==> src/rtl/otter_mem_arbiter_if.sv <==
// Bus bundle for otter_mem_arbiter: the IF and D requester channels and the shared memory port.
// The slave modport is the arbiter's view. The master modport is the view of the requesters and memory.
interface otter_mem_arbiter_if #(
    parameter int unsigned ADDR_W = 32,
    parameter int unsigned DATA_W = 32
);
    logic              IF_REQ;
    logic [ADDR_W-1:0] IF_ADDR;
    logic              IF_GNT;
    logic              IF_RVALID;
    logic [DATA_W-1:0] IF_RDATA;

    logic              D_REQ;
    logic              D_WE;
    logic [ADDR_W-1:0] D_ADDR;
    logic [DATA_W-1:0] D_WDATA;
    logic [1:0]        D_SIZE;
    logic              D_SIGN;
    logic              D_GNT;
    logic              D_RVALID;
    logic [DATA_W-1:0] D_RDATA;

    logic              M_REQ;
    logic              M_WE;
    logic [ADDR_W-1:0] M_ADDR;
    logic [DATA_W-1:0] M_WDATA;
    logic [1:0]        M_SIZE;
    logic              M_SIGN;
    logic [DATA_W-1:0] M_RDATA;

    modport slave (
        input  IF_REQ, IF_ADDR, D_REQ, D_WE, D_ADDR, D_WDATA, D_SIZE, D_SIGN, M_RDATA,
        output IF_GNT, IF_RVALID, IF_RDATA, D_GNT, D_RVALID, D_RDATA,
        output M_REQ, M_WE, M_ADDR, M_WDATA, M_SIZE, M_SIGN
    );

    modport master (
        output IF_REQ, IF_ADDR, D_REQ, D_WE, D_ADDR, D_WDATA, D_SIZE, D_SIGN, M_RDATA,
        input  IF_GNT, IF_RVALID, IF_RDATA, D_GNT, D_RVALID, D_RDATA,
        input  M_REQ, M_WE, M_ADDR, M_WDATA, M_SIZE, M_SIGN
    );
endinterface

==> src/rtl/otter_mem_arbiter.sv <==
// Single-port memory arbiter that shares one port between OTTER instruction fetch (IF) and data (D).
// Defining OTTER_ARB_STARVE_GUARD_EN forces an IF grant after STARVE_MAX consecutive IF denials.
module otter_mem_arbiter #(
    parameter int unsigned ADDR_W     = 32,
    parameter int unsigned DATA_W     = 32,
    parameter int unsigned STARVE_MAX = 4
) (
    input logic                CLK,
    input logic                RST,
    otter_mem_arbiter_if.slave bus
);
    typedef enum logic [1:0] {StIdle, StIfPend, StDPend} state_e;

    state_e state_q, state_d;
    logic   force_if;
    logic   if_gnt;
    logic   d_gnt;

`ifdef OTTER_ARB_STARVE_GUARD_EN
    localparam int unsigned     CntW   = $clog2(STARVE_MAX + 1);
    localparam logic [CntW-1:0] CntMax = CntW'(STARVE_MAX);

    logic [CntW-1:0] starve_q, starve_d;

    assign force_if = bus.IF_REQ && (starve_q == CntMax);

    always_comb begin
        starve_d = starve_q;
        if (!bus.IF_REQ || if_gnt) begin
            starve_d = '0;
        end else if (starve_q != CntMax) begin
            starve_d = starve_q + CntW'(1);
        end
    end

    always_ff @(posedge CLK) begin
        if (RST) starve_q <= '0;
        else     starve_q <= starve_d;
    end
`else
    logic unused_starve_max;
    assign unused_starve_max = (STARVE_MAX == 0);
    assign force_if          = 1'b0;
`endif

    // Grants are masked during reset so every output reads as its reset value.
    always_comb begin
        if_gnt = 1'b0;
        d_gnt  = 1'b0;
        if (!RST) begin
            if (bus.IF_REQ && (!bus.D_REQ || force_if)) begin
                if_gnt = 1'b1;
            end else if (bus.D_REQ) begin
                d_gnt = 1'b1;
            end
        end
    end

    always_comb begin
        bus.IF_GNT  = if_gnt;
        bus.D_GNT   = d_gnt;
        bus.M_REQ   = 1'b0;
        bus.M_WE    = 1'b0;
        bus.M_ADDR  = {ADDR_W{1'b0}};
        bus.M_WDATA = {DATA_W{1'b0}};
        bus.M_SIZE  = 2'b00;
        bus.M_SIGN  = 1'b0;
        if (if_gnt) begin
            bus.M_REQ  = 1'b1;
            bus.M_ADDR = bus.IF_ADDR;
            bus.M_SIZE = 2'b10;
        end else if (d_gnt) begin
            bus.M_REQ   = 1'b1;
            bus.M_WE    = bus.D_WE;
            bus.M_ADDR  = bus.D_ADDR;
            bus.M_WDATA = bus.D_WDATA;
            bus.M_SIZE  = bus.D_SIZE;
            bus.M_SIGN  = bus.D_SIGN;
        end
    end

    // Owner of next cycle's read data. Writes return nothing.
    always_comb begin
        state_d = StIdle;
        if (if_gnt) begin
            state_d = StIfPend;
        end else if (d_gnt && !bus.D_WE) begin
            state_d = StDPend;
        end
    end

    always_ff @(posedge CLK) begin
        if (RST) state_q <= StIdle;
        else     state_q <= state_d;
    end

    always_comb begin
        bus.IF_RVALID = 1'b0;
        bus.IF_RDATA  = {DATA_W{1'b0}};
        bus.D_RVALID  = 1'b0;
        bus.D_RDATA   = {DATA_W{1'b0}};
        if (!RST) begin
            unique case (state_q)
                StIfPend: begin
                    bus.IF_RVALID = 1'b1;
                    bus.IF_RDATA  = bus.M_RDATA;
                end
                StDPend: begin
                    bus.D_RVALID = 1'b1;
                    bus.D_RDATA  = bus.M_RDATA;
                end
                default: ;
            endcase
        end
    end
endmodule

==> src/flat_wrapper.sv <==
// flat-port wrapper written by rule: the top's interface ports become plain ports
module otter_mem_arbiter_flat 
#(
    parameter int unsigned ADDR_W     = 32,
    parameter int unsigned DATA_W     = 32,
    parameter int unsigned STARVE_MAX = 4
)
  (CLK, RST, bus_IF_REQ, bus_IF_ADDR, bus_D_REQ, bus_D_WE, bus_D_ADDR, bus_D_WDATA, bus_D_SIZE, bus_D_SIGN, bus_M_RDATA, bus_IF_GNT, bus_IF_RVALID, bus_IF_RDATA, bus_D_GNT, bus_D_RVALID, bus_D_RDATA, bus_M_REQ, bus_M_WE, bus_M_ADDR, bus_M_WDATA, bus_M_SIZE, bus_M_SIGN);
  otter_mem_arbiter_if #(.ADDR_W(ADDR_W), .DATA_W(DATA_W)) bus_i ();
  input logic CLK;
  input logic RST;
  input wire logic [$bits(bus_i.IF_REQ)-1:0] bus_IF_REQ;
  input wire logic [$bits(bus_i.IF_ADDR)-1:0] bus_IF_ADDR;
  input wire logic [$bits(bus_i.D_REQ)-1:0] bus_D_REQ;
  input wire logic [$bits(bus_i.D_WE)-1:0] bus_D_WE;
  input wire logic [$bits(bus_i.D_ADDR)-1:0] bus_D_ADDR;
  input wire logic [$bits(bus_i.D_WDATA)-1:0] bus_D_WDATA;
  input wire logic [$bits(bus_i.D_SIZE)-1:0] bus_D_SIZE;
  input wire logic [$bits(bus_i.D_SIGN)-1:0] bus_D_SIGN;
  input wire logic [$bits(bus_i.M_RDATA)-1:0] bus_M_RDATA;
  output wire logic [$bits(bus_i.IF_GNT)-1:0] bus_IF_GNT;
  output wire logic [$bits(bus_i.IF_RVALID)-1:0] bus_IF_RVALID;
  output wire logic [$bits(bus_i.IF_RDATA)-1:0] bus_IF_RDATA;
  output wire logic [$bits(bus_i.D_GNT)-1:0] bus_D_GNT;
  output wire logic [$bits(bus_i.D_RVALID)-1:0] bus_D_RVALID;
  output wire logic [$bits(bus_i.D_RDATA)-1:0] bus_D_RDATA;
  output wire logic [$bits(bus_i.M_REQ)-1:0] bus_M_REQ;
  output wire logic [$bits(bus_i.M_WE)-1:0] bus_M_WE;
  output wire logic [$bits(bus_i.M_ADDR)-1:0] bus_M_ADDR;
  output wire logic [$bits(bus_i.M_WDATA)-1:0] bus_M_WDATA;
  output wire logic [$bits(bus_i.M_SIZE)-1:0] bus_M_SIZE;
  output wire logic [$bits(bus_i.M_SIGN)-1:0] bus_M_SIGN;
  assign bus_i.IF_REQ = bus_IF_REQ;
  assign bus_i.IF_ADDR = bus_IF_ADDR;
  assign bus_i.D_REQ = bus_D_REQ;
  assign bus_i.D_WE = bus_D_WE;
  assign bus_i.D_ADDR = bus_D_ADDR;
  assign bus_i.D_WDATA = bus_D_WDATA;
  assign bus_i.D_SIZE = bus_D_SIZE;
  assign bus_i.D_SIGN = bus_D_SIGN;
  assign bus_i.M_RDATA = bus_M_RDATA;
  assign bus_IF_GNT = bus_i.IF_GNT;
  assign bus_IF_RVALID = bus_i.IF_RVALID;
  assign bus_IF_RDATA = bus_i.IF_RDATA;
  assign bus_D_GNT = bus_i.D_GNT;
  assign bus_D_RVALID = bus_i.D_RVALID;
  assign bus_D_RDATA = bus_i.D_RDATA;
  assign bus_M_REQ = bus_i.M_REQ;
  assign bus_M_WE = bus_i.M_WE;
  assign bus_M_ADDR = bus_i.M_ADDR;
  assign bus_M_WDATA = bus_i.M_WDATA;
  assign bus_M_SIZE = bus_i.M_SIZE;
  assign bus_M_SIGN = bus_i.M_SIGN;
  otter_mem_arbiter #(.ADDR_W(ADDR_W), .DATA_W(DATA_W), .STARVE_MAX(STARVE_MAX)) u_core (.CLK(CLK), .RST(RST), .bus(bus_i));
endmodule
==> config.mk <==
export PLATFORM = sky130hd
export DESIGN_NAME = otter_mem_arbiter_flat
export DESIGN_NICKNAME = d
export VERILOG_FILES = /design/src/rtl/otter_mem_arbiter_if.sv /design/src/rtl/otter_mem_arbiter.sv /design/src/flat_wrapper.sv
export SDC_FILE = /design/constraint.sdc
export NUM_CORES = 1
export LEC_CHECK = 0
export ABC_CLOCK_PERIOD_IN_PS = 1360
export CAP_MARGIN = 20
export CORE_AREA = 10 10 97 99
export CTS_CLUSTER_DIAMETER = 80
export DETAILED_ROUTE_END_ITERATION = 8
export DIE_AREA = 0 0 107 109
export PLACE_DENSITY = 0.79
export SETUP_SLACK_MARGIN = 0.1
export SLEW_MARGIN = 20
export SYNTH_ARGS = -nofsm -noshare
export SYNTH_HDL_FRONTEND = slang
export SYNTH_SLANG_ARGS = --single-unit
export TNS_END_PERCENT = 5
==> constraint.sdc <==
create_clock -name CLK -period 1.36 [get_ports CLK]
set_input_delay 0.272 -clock CLK [delete_from_list [all_inputs] [get_ports CLK]]
set_output_delay 0.272 -clock CLK [all_outputs]
set_load 0.01 [all_outputs]
==> impl_metrics.toml, run 1 <==
[setup_path]
crit_path_frequent_cell = "buf_6"
crit_slowest_cell = "a32o_1"
critical_path.top_delay_family = "buffers and inverters"
crit_start = "bus_D_REQ"
cp-end-kind = "output pin"
cpPeakStageDelay_ps = 220
cp.arrival_ps = 1160
startpoint_type = "input port"
critPathBufInv = 4
cp_max_fo = 14
crit_type = "input port to output pin"
required_ps = 1090
crit_chain = "buf_8, nor2b_4, buf_6, buf_16, a32o_1, buf_6"

[final_layout]
final_cell_mix = "clkdlybuf4s50_1, buf_2, nor2_1"
fillers = 777
top_regs = "u_core.state_q (2)"
nets = 610
final_util = 0.521
fin_area_mm2 = 0.00392
area_delta_synth_final_pct = 214
n_antenna_cell = 0
final_common_cell = "clkdlybuf4s50_1"
regMostFlops = "u_core.state_q"
drive_above_1_share = 0.443
largest_reg_flops = 2

[floorplanning]
rows = 32
fp.dieH_um = 109
core_mm2 = 0.00753
ioPinCount = 273
dieArea_mm2 = 0.0117
dieWidth_um = 107
start_util = 0.166

[clock_network]
ctsLongestPathBuffers = 2
clock_sinks = 2
cts_root_buf = "clkbuf_8"
clkSlewWorstSetupHoldPaths_ps = 30
cts_hold_buf = 0
numCtsBuffers = 3
cts_tree = "yes"
htreeDepth = 1

[routing]
totalWireLength_um = 11700
first_pass_iters = 4
drc_errors = 0
ant_nets = 0
vias_per_cell = 4.43
drt-initial-drc-count = 73
vias = 2540
wire_per_inst_um = 20.4

[timing]
layout_setup_ws_ps = -70.2
fin_crit_sh = 1.05
drv_slew = 0
finalSetupViolations = 101
finalCriticalPeriod_ps = 1430
timing.fmax_mhz = 699
rsz0062_at_grt = "true"
tightest_slew_ps = 202
relSlewSlack = 0.865
hold_viol_final = 0

[synthesis]
avgSynthCellArea_um2 = 6.09
synth_area_mm2 = 0.00125
synth_compound_area_frac = 0.257
syn_nets = 341
synth-simple-area-share = 0.579
synthMuxAreaShare = 0.00802
ys_warn_count = 0
synthXorXnorAreaFrac = 0
synthCells = 205
seq_area_frac_synth = 0.0321
synth_cell_types = 14
ys_ff_latch = 2
synth_top_family_by_area = "simple AND/OR/NAND/NOR gates"
synthAdderAreaFrac = 0

[job]
drv_cap = 0

[placement]
place.gp.congestion = 0.867
io_buffers = 272
place_area_mm2 = 0.00409
preCtsSetupSlack_ps = -1000
dp_hpwl_um = 9370

[global_route]
grt_overflow_total = 0
grt_pass1_vias = 2683
grt_pass1_wl_um = 16200
grt_usage = 0.175
antenna_found_initial = 0
grt_max_degree = 37

[pwr]
power_density_mw_per_mm2 = 344
power_mw = 1.35
ir_drop_uv = 239
leakage_nw = 1.90

[status]
violations = "negative setup slack"
outcome = "complete, but fails checks"

[hold_path]
hp-class = "input port to register"
hold_start = "bus_D_REQ"
layout make-up:
cell class                      count  area, um^2  share of cell area
Timing Repair Buffer              291        2520               0.642
Multi-Input combinational cell    176        1190               0.304
Tap cell                          102         128              0.0326
Sequential cell                     2        42.5              0.0109
Clock buffer                        3        41.3              0.0105
synthesized netlist by cell type:
cell type,count,area (um^2)
a32o_1,32,320
and2_1,37,231
buf_2,7,35.0
buf_4,3,22.5
buf_6,1,11.3
buf_8,2,30.0
clkbuf_1,11,41.3
clkbuf_2,3,15.0
dfxtp_1,2,40.0
mux2i_1,1,10.0
nand2b_1,34,213
nor2_1,69,259
nor2_2,1,6.26
nor2b_1,2,12.5
through the flow:
stage                     hold WS, ps  TNS [ps]  std cells
after CTS                         532     -6450        571
after global placement            826   -117730        561
after detailed placement          847   -119330        561
after global routing              541     -8540        574
after floorplan                   344         0        205
final                             527     -3620        574
tightest hold or removal path: stages:
cell    delay, ps
buf_8          80
nor2_4         40
buf_4         140
and2_1        150
final timing paths:
kind / cells after the start / end
setup / recovery: 6 / bus_M_ADDR[1]
hold / removal: 4 / u_core.state_q[0]
cells by family (layout without fill, tap and decap cells):
| group | count (synthesis) | after routing |
|---|---|---|
| AOI/OAI and AO/OA | 32 | 32 |
| buffers and inverters | 27 | 294 |
| DFF | 2 | 2 |
| muxes | 1 | 1 |
| and+or+nand+nor | 143 | 143 |
what timing repair did:
action,in CTS,in global routing
resized for setup,589,68
gates cloned,4,3
setup endpoints to repair,137,136
hold endpoints to repair,0,0
pin swaps,20,26
buffers inserted,3,2
where the power goes:
group	switching, mW	internal, mW
registers	0.00238	0.0622
clock network	0.0404	0.187
logic	0.400	0.658
layer usage:
metal	vias up	wire length [um]	global-route usage
li1	1230	-	-
met1	1158	4110	0.165
met2	144	6250	0.339
met3	8	1260	0.0867
met4	0	101	0.0280
met5	-	0	0
Power figures use the tool's default switching activity.
==> run 2, diff against run 1 <==
Settings changed: CORE_AREA 10 10 97 99 to 10 10 99 101, DIE_AREA 0 0 107 109 to 0 0 109 111, DONT_BUFFER_PORTS set to 1, PLACE_DENSITY 0.79 to 0.32.
==> run 2 against run 1 <==
  * The flow still finishes with violations (negative setup slack)
  * Clock power up 2%
  * Worst setup slack improved by 25 ps
  * Global-route usage is 6.1 points lower
  * Final area down 48%
  * Via count fell by 33%
  * Count of clock-buffer cells in the layout stayed put
  * Worst hold slack lost 400 ps
  * Critical path type is now register to output pin
  * Critical endpoint is now bus_IF_RDATA[25]
==> impl_metrics.toml, run 2 (synthesis results as in run 1) <==
[status]
violations = "negative setup slack"
outcome = "complete, but fails checks"

[clock_network]
cts_hold_buf = 0
htreeDepth = 1
clock_sinks = 2
cts_tree = "yes"
cts_root_buf = "clkbuf_8"
numCtsBuffers = 3
post_cts_buffers = 0
clkSlewWorstSetupHoldPaths_ps = 30
ctsLongestPathBuffers = 2

[setup_path]
cp.arrival_ps = 1130
crit_slowest_cell = "dfxtp_2"
cp-end-kind = "output pin"
crit_chain = "nand2b_4, clkbuf_16, nor2_1, buf_4"
crit_type = "register to output pin"
cp_max_fo = 16
startpoint_type = "register"
required_ps = 1090
cpPeakStageDelay_ps = 320

[hold_path]
hp-class = "input port to register"

[timing]
whs_ps = 126
rsz0062_at_grt = "true"
tightest_slew_ps = 335
timing.fmax_mhz = 712
relSlewSlack = 0.776
finalSetupViolations = 45
layout_setup_ws_ps = -45.2
finalCriticalPeriod_ps = 1410
hold_viol_final = 0
drv_slew = 0
fin_crit_sh = 1.03

[floorplanning]
ioPinCount = 273
dieArea_mm2 = 0.0121
core_mm2 = 0.00797
dieWidth_um = 109
fp.dieH_um = 111
start_util = 0.157
rows = 33

[routing]
totalWireLength_um = 8530
wire_per_inst_um = 23.8
drc_errors = 0
vias = 1705
ant_nets = 0
first_pass_iters = 4
vias_per_cell = 4.76
drt-initial-drc-count = 73

[global_route]
grt_overflow_total = 0
grt_pass1_vias = 1797
antenna_found_initial = 0
grt_pass1_wl_um = 11100
grt_max_degree = 70
grt_usage = 0.114

[final_layout]
area_delta_synth_final_pct = 62.8
top_regs = "u_core.state_q (2)"
final_common_cell = "buf_4"
multi_input_area_mm2 = 0.00117
drive_above_1_share = 0.462
final_cell_mix = "buf_4, and2_1, nor2_1"
n_antenna_cell = 0
largest_reg_flops = 2
fin_area_mm2 = 0.00203
fillers = 861
nets = 391
regArea_um2 = 42.5
regMostFlops = "u_core.state_q"
stdcell_count = 358

[pwr]
power_density_mw_per_mm2 = 364
leakage_nw = 0.840
ir_drop_uv = 143
power_mw = 0.738

[placement]
place.gp.congestion = 0.872
io_buffers = 0
place_area_mm2 = 0.00180
dpl.cell_count = 352
dp_hpwl_um = 6930

[job]
drv_cap = 0
[run 2: worst paths after layout]
check / from / end / cells after the start
max: u_core.state_q[1] / bus_IF_RDATA[25] / 4
min: bus_D_WE / u_core.state_q[1] / 1
[run 2: final cells by class]
class | instances | share of cell area
Tap cell | 105 | 0.0647
Clock buffer | 3 | 0.0203
Sequential cell | 2 | 0.0209
Multi-Input combinational cell | 176 | 0.577
Timing Repair Buffer | 72 | 0.317
[run 2: where the power goes]
group / internal [mW] / leakage [nW] / switching, mW
clock: 0.187 / 0.0216 / 0.0440
combinational: 0.184 / 0.801 / 0.259
sequential: 0.0621 / 0.0172 / 0.00265
[run 2: timing repair]
item	CTS	global route
endpoints found under the setup margin	66	69
hold endpoints to repair	0	0
resized for setup	0	47
cloned	0	3
pin swaps	0	1
[run 2: through the flow]
stage	worst slack [ps]	setup TNS, ps	utilization
2_1_floorplan	108	0	-
3_3_place_gp	147	0	0.226
3_5_place_dp	134	0	0.226
4_1_cts	-40.4	-947	0.232
5_1_grt	-101	-3350	0.255
6_report	-45.2	-684	0.255
[run 2: layer usage]
| metal | share of wire | track usage |
|---|---|---|
| met3 | 0.14 | 0.0523 |
| met4 | 0.0061 | 0.0211 |
| met1 | 0.34 | 0.112 |
| met2 | 0.51 | 0.213 |
| met5 | 0 | 0 |
[run 2: worst max-delay path, delay by kind of cell, from the launching register on]
| family | cells | cell delay (ps) |
|---|---|---|
| simple gates | 2 | 270 |
| buf+inv | 2 | 320 |
| flops | 1 | 320 |
